## config.mk

```make
export PLATFORM = sky130hd
export DESIGN_NAME = regfile_scoreboard
export DESIGN_NICKNAME = d
export VERILOG_FILES = /design/src/rtl/regfile_scoreboard.sv
export SDC_FILE = /design/constraint.sdc
export NUM_CORES = 2
export LEC_CHECK = 0
export ABC_AREA = 0
export CAP_MARGIN = 15
export CORE_MARGIN = 2
export CORE_UTILIZATION = 60
export CTS_CLUSTER_SIZE = 16
export DETAILED_ROUTE_END_ITERATION = 12
export DONT_BUFFER_PORTS = 1
export HOLD_SLACK_MARGIN = 0.02
export PLACE_DENSITY = 0.86
export SLEW_MARGIN = 10
export SYNTH_ARGS = -nofsm -noshare
export SYNTH_HDL_FRONTEND = slang
export SYNTH_SLANG_ARGS = --single-unit
```

## constraint.sdc

```tcl
create_clock -name clk -period 7.3 [get_ports clk]
set_clock_uncertainty 0.05 [all_clocks]
set_input_delay 1.46 -clock clk [delete_from_list [all_inputs] [get_ports clk]]
set_output_delay 1.46 -clock clk [all_outputs]
set_load 0.03 [all_outputs]
```

## src/rtl/regfile_scoreboard.sv

```systemverilog
// 2-read/1-write register file with per-register pending-write counters.
// Optional REGFILE_BYPASS_EN: write-through from WB to the read ports.
module regfile_scoreboard #(
    parameter int DATA_W   = 32,
    parameter int ADDR_W   = 5,
    parameter int PEND_W   = 2,
    parameter int ZERO_REG = 1
) (
    input  logic              clk,
    input  logic              rst_n,
    input  logic [ADDR_W-1:0] RsAddr,
    input  logic [ADDR_W-1:0] RtAddr,
    output logic [DATA_W-1:0] RsData,
    output logic [DATA_W-1:0] RtData,
    output logic              RsBusy,
    output logic              RtBusy,
    input  logic              IssueValid,
    input  logic [ADDR_W-1:0] IssueAddr,
    output logic              IssueReady,
    input  logic              RegWrite,
    input  logic [ADDR_W-1:0] WriteAddr,
    input  logic [DATA_W-1:0] WriteData
);

    localparam int NREG = 1 << ADDR_W;
    localparam logic [PEND_W-1:0] PEND_MAX = '1;
    localparam logic [PEND_W-1:0] PEND_ONE = PEND_W'(1);

    logic [DATA_W-1:0] regs [NREG];
    logic [PEND_W-1:0] pend [NREG];

    function automatic logic isZero(input logic [ADDR_W-1:0] a);
        return (ZERO_REG != 0) && (a == '0);
    endfunction

    always_comb begin
        RsData = regs[RsAddr];
        RsBusy = (pend[RsAddr] != '0);
        RtData = regs[RtAddr];
        RtBusy = (pend[RtAddr] != '0);
`ifdef REGFILE_BYPASS_EN
        // The writeback this cycle retires one reservation as it forwards.
        if (RegWrite && (WriteAddr == RsAddr) && !isZero(RsAddr)) begin
            RsData = WriteData;
            RsBusy = (pend[RsAddr] > PEND_ONE);
        end
        if (RegWrite && (WriteAddr == RtAddr) && !isZero(RtAddr)) begin
            RtData = WriteData;
            RtBusy = (pend[RtAddr] > PEND_ONE);
        end
`endif
        if (isZero(RsAddr)) begin
            RsData = '0;
            RsBusy = 1'b0;
        end
        if (isZero(RtAddr)) begin
            RtData = '0;
            RtBusy = 1'b0;
        end
    end

    always_comb begin
        IssueReady = isZero(IssueAddr) || (pend[IssueAddr] != PEND_MAX);
    end

    for (genvar g = 0; g < NREG; g++) begin : gReg
        localparam bit HARD = (ZERO_REG != 0) && (g == 0);
        logic hit;
        logic inc;
        logic dec;

        always_comb begin
            hit = RegWrite && (WriteAddr == ADDR_W'(g)) && !HARD;
            inc = IssueValid && IssueReady
                  && (IssueAddr == ADDR_W'(g)) && !HARD;
            dec = hit && (pend[g] != '0);
        end

        always_ff @(posedge clk or negedge rst_n) begin
            if (!rst_n) begin
                regs[g] <= '0;
                pend[g] <= '0;
            end else begin
                if (hit) begin
                    regs[g] <= WriteData;
                end
                if (inc && !dec) begin
                    pend[g] <= pend[g] + PEND_ONE;
                end else if (dec && !inc) begin
                    pend[g] <= pend[g] - PEND_ONE;
                end
            end
        end
    end

endmodule
```

==> flow_metrics.tcl <==
set metrics [dict create \
    status "finished clean" \
    rows 113 \
    critical_path.most_common_cell "sky130_fd_sc_hd__buf_4" \
    fp.dieH_microns 313.6 \
    syn-num-nets 3806 \
    final-hold-violation-count 0 \
    timing.setup.critical_path_class "primary input to output port" \
    drv_cap 0 \
    cts_max_path_bufs 3 \
    global_route.overflow_total 0 \
    design_area_sq_um 61670 \
    die_width_microns 313.6 \
    num_vias 35314 \
    startpoint_type_of_the_worst_setup_path "primary input" \
    timing.critical_path.arrival_ns 4.31 \
    cp_slowest_stage_delay_ns 0.87 \
    final-setup-viol-count 0 \
    floorplan.die_area_sq_um 98350 \
    clock-sinks 1054 \
    synth.yosys.warnings 0 \
    critical_path.top_delay_family "compound AO/OA/AOI/OAI gates" \
    post_cts_resized 0 \
    port-buffer-count 0 \
    postSynth.asyncResetShare_pct 100.0 \
    grt_pass1_vias 37107 \
    final-max-slew-violation-count 0 \
    number_of_nets_in_the_finished_design 3569 \
    hpwl_mm 79.61 \
    timing.critical_path.required_ns 5.79 \
    timing.fmax_ghz 0.1719 \
    avgSynthCellArea_sq_um 15.47 \
    totalNegativeSetupSlack_ns 0 \
    synth_cell_type_count 49 \
    cellPowerDensity_nw_per_um2 287.3 \
    yosys.area.top_type_share_pct 45.86 \
    global_route_wire_length_before_repair_mm 236.3 \
    drcViolationCount 0 \
    critical_path.max_fanout 264 \
    drt_iter0_markers 3995 \
    initial_utilization_pct 60.54 \
    multiInputGateArea_sq_um 29500 \
    num_io_pins 123 \
    cts.root.buffer_cell "sky130_fd_sc_hd__clkbuf_16" \
    remaining_antenna_violation_count_after_routing 0 \
    drt_wl_total_mm 156.3 \
    timing.hold.ws_ns 0.3992 \
    syn2layout_area_growth_pct 7.229 \
    globalRouteTotalUtil_pct 32.27 \
    hp-class "primary input to async pin" \
    cts_setup_buffers 0 \
    core_region_area_sq_um 95010 \
    max_slew.worst_pin.slew_ns 1.247 \
    clock_tree.htree_level_count 3 \
    cellLeakagePower_uw 0.02619 \
    routedWlPerCell_microns 32.31 \
    filler_cells_inserted 6323 \
    post-layout-total-power_uw 17720 \
    synth_area_leader_cell "sky130_fd_sc_hd__dfrtp_1" \
    drt-pass1-iter-count 6 \
    cts_hold_repair.buffers 0 \
    peakVddDrop_mv 0.2503 \
    number_of_synthesized_flops_with_an_enable_pin 0 \
    max_slew_margin_pct 16.67 \
    largest_net_degree_at_the_start_of_global_routing 1055 \
    synth-seq-cells 1054 \
    via_per_inst 7.298 \
    ys_seq_area_share_pct 45.86 \
    cp_cell_sequence "nor2b_4 > buf_4 > a221o_1 > o21ai_0 > a222oi_1 > buf_4" \
    gp_congestion 0.8734 \
    cts-buffers-inserted 108 \
    clk_latency_ns 0.72 \
    antenna_found_initial 0 \
    clk_pin_slew_worst_paths_ns 0.06 \
    place_area_sq_um 57830 \
    path_buf_inv 2 \
    synth_cells 3719 \
    syn_area_sq_um 57520 \
    type_of_destination_of_the_critical_path "output port" \
    drive_above_1_share_pct 54.31 \
    fin_crit_sh_pct 79.71 \
    seqCellArea_sq_um 26380 \
    synth_flop_cell "sky130_fd_sc_hd__dfrtp_1" \
    min_period_ns 5.819 \
    tritoncts "yes" \
    post_synth_main_area_contributors "sky130_fd_sc_hd__dfrtp_1 (46%), sky130_fd_sc_hd__mux4_2 (23%), sky130_fd_sc_hd__mux2_2 (21%)" \
    cpMaxStageDelayCell "sky130_fd_sc_hd__nor2b_4" \
    rsz0062_at_grt "false" \
]
-- synthesized netlist by cell type (12+ instances only) --
master / instances
sky130_fd_sc_hd__clkbuf_1: 221
sky130_fd_sc_hd__mux2_2: 1086
sky130_fd_sc_hd__buf_6: 13
sky130_fd_sc_hd__nand3_1: 18
sky130_fd_sc_hd__xnor2_1: 31
sky130_fd_sc_hd__ha_1: 31
sky130_fd_sc_hd__buf_1: 52
sky130_fd_sc_hd__inv_1: 12
sky130_fd_sc_hd__mux4_2: 585
sky130_fd_sc_hd__dfrtp_1: 1054
sky130_fd_sc_hd__a22o_1: 54
sky130_fd_sc_hd__mux2i_1: 16
sky130_fd_sc_hd__nand2_1: 25
sky130_fd_sc_hd__a21oi_1: 32
sky130_fd_sc_hd__nor2_1: 134
sky130_fd_sc_hd__nor2b_1: 13
sky130_fd_sc_hd__o21ai_0: 30
sky130_fd_sc_hd__xor2_1: 62
sky130_fd_sc_hd__nor3_1: 33
sky130_fd_sc_hd__buf_4: 18
sky130_fd_sc_hd__buf_2: 91
-- where the power goes --
group	internal, uW	switching, uW
Clock	3300	2440
Combinational	2400	1390
Sequential	7090	1090
Total	12800	4920
-- state kept, by name (all words and copies together) (netlist names) --
| register | count |
|---|---|
| pend | 62 |
| regs | 992 |
-- worst paths after layout --
kind	endpoint	slack (ns)	start	cells after the start
worst max-delay path	RtData[21]	1.48	RtAddr[1]	6
worst min-delay path	pend[44]	0.40	rst_n	0
worst max register to register	pend[55]	4.29	pend[49]	10
worst min register to register	pend[51]	0.45	pend[51]	1
max in group asynchronous	regs[322]	4.06	rst_n	3
min in group clk	pend[51]	0.45	pend[51]	1
-- through the flow --
step / utilization [%] / cells / worst slack [ns]
after floorplan: - / 3719 / 2.198
after global placement: 60.87 / 4631 / 1.754
after detailed placement: 60.87 / 4631 / 1.805
after CTS: 64.73 / 4831 / 1.748
after global routing: 64.91 / 4837 / 1.434
final: 64.91 / 4839 / 1.481
-- area by class of cell --
type,count,area share [%]
Clock inverter,42,0.8075
Antenna cell,2,0.008115
Sequential cell,1054,42.77
Tap cell,1265,2.566
Inverter,14,0.09332
Timing Repair Buffer,48,0.7790
Clock buffer,158,5.141
Multi-Input combinational cell,2256,47.84
-- kinds of logic (layout without fill, tap and decap cells) --
kind of cell | after synthesis | count (layout) | share of synthesized area, %
AOI/OAI and AO/OA | 165 | 165 | 2.119
xor gates and xnor gates | 93 | 93 | 1.416
adders and majority gates | 31 | 31 | 0.6744
buffers and inverters | 409 | 262 | 3.154
DFF | 1054 | 1054 | 45.86
muxes | 1694 | 1694 | 44.59
other | 0 | 2 | 0
and+or+nand+nor | 273 | 273 | 2.193
-- routing by layer --
layer,vias to the layer above,global-route usage (%),part of all wire (%)
met5,-,0,0
met2,1887,51.45,48
met4,0,16.00,5.4
met1,19021,42.08,37
met3,504,7.534,9.2
li1,13902,-,-
-- cells in the final DEF, fill, tap and decap left out, drive strengths merged, types with 4 or more instances in the layout --
cell	count
and2	5
a222oi	10
ha	31
nor4	5
mux2i	16
a22o	54
xor2	62
clkbuf	158
nor3b	4
nand2	25
inv	21
nand2b	7
xnor2	31
nand3	18
a22oi	5
a211oi	9
dfrtp	1054
or2	11
nand4	6
nor3	33
nor2b	13
or3	8
a221o	10
mux4	585
mux2	1093
clkinvlp	5
nor2	135
buf	48
o21ai	30
bufinv	8
clkinv	22
a21oi	32
-- worst register-to-register path, stage by stage, from the launching register on --
cell,delay [ns]
sky130_fd_sc_hd__dfrtp_1,0.42
sky130_fd_sc_hd__mux4_2,0.50
sky130_fd_sc_hd__and2_1,0.17
sky130_fd_sc_hd__a221oi_1,0.33
sky130_fd_sc_hd__a22oi_1,0.17
sky130_fd_sc_hd__buf_4,0.23
sky130_fd_sc_hd__nor3_1,0.40
sky130_fd_sc_hd__ha_1,0.25
sky130_fd_sc_hd__xor2_1,0.16
sky130_fd_sc_hd__nor2_1,0.07
sky130_fd_sc_hd__xor2_1,0.14
No activity file was read; power rests on OpenSTA's default activity.
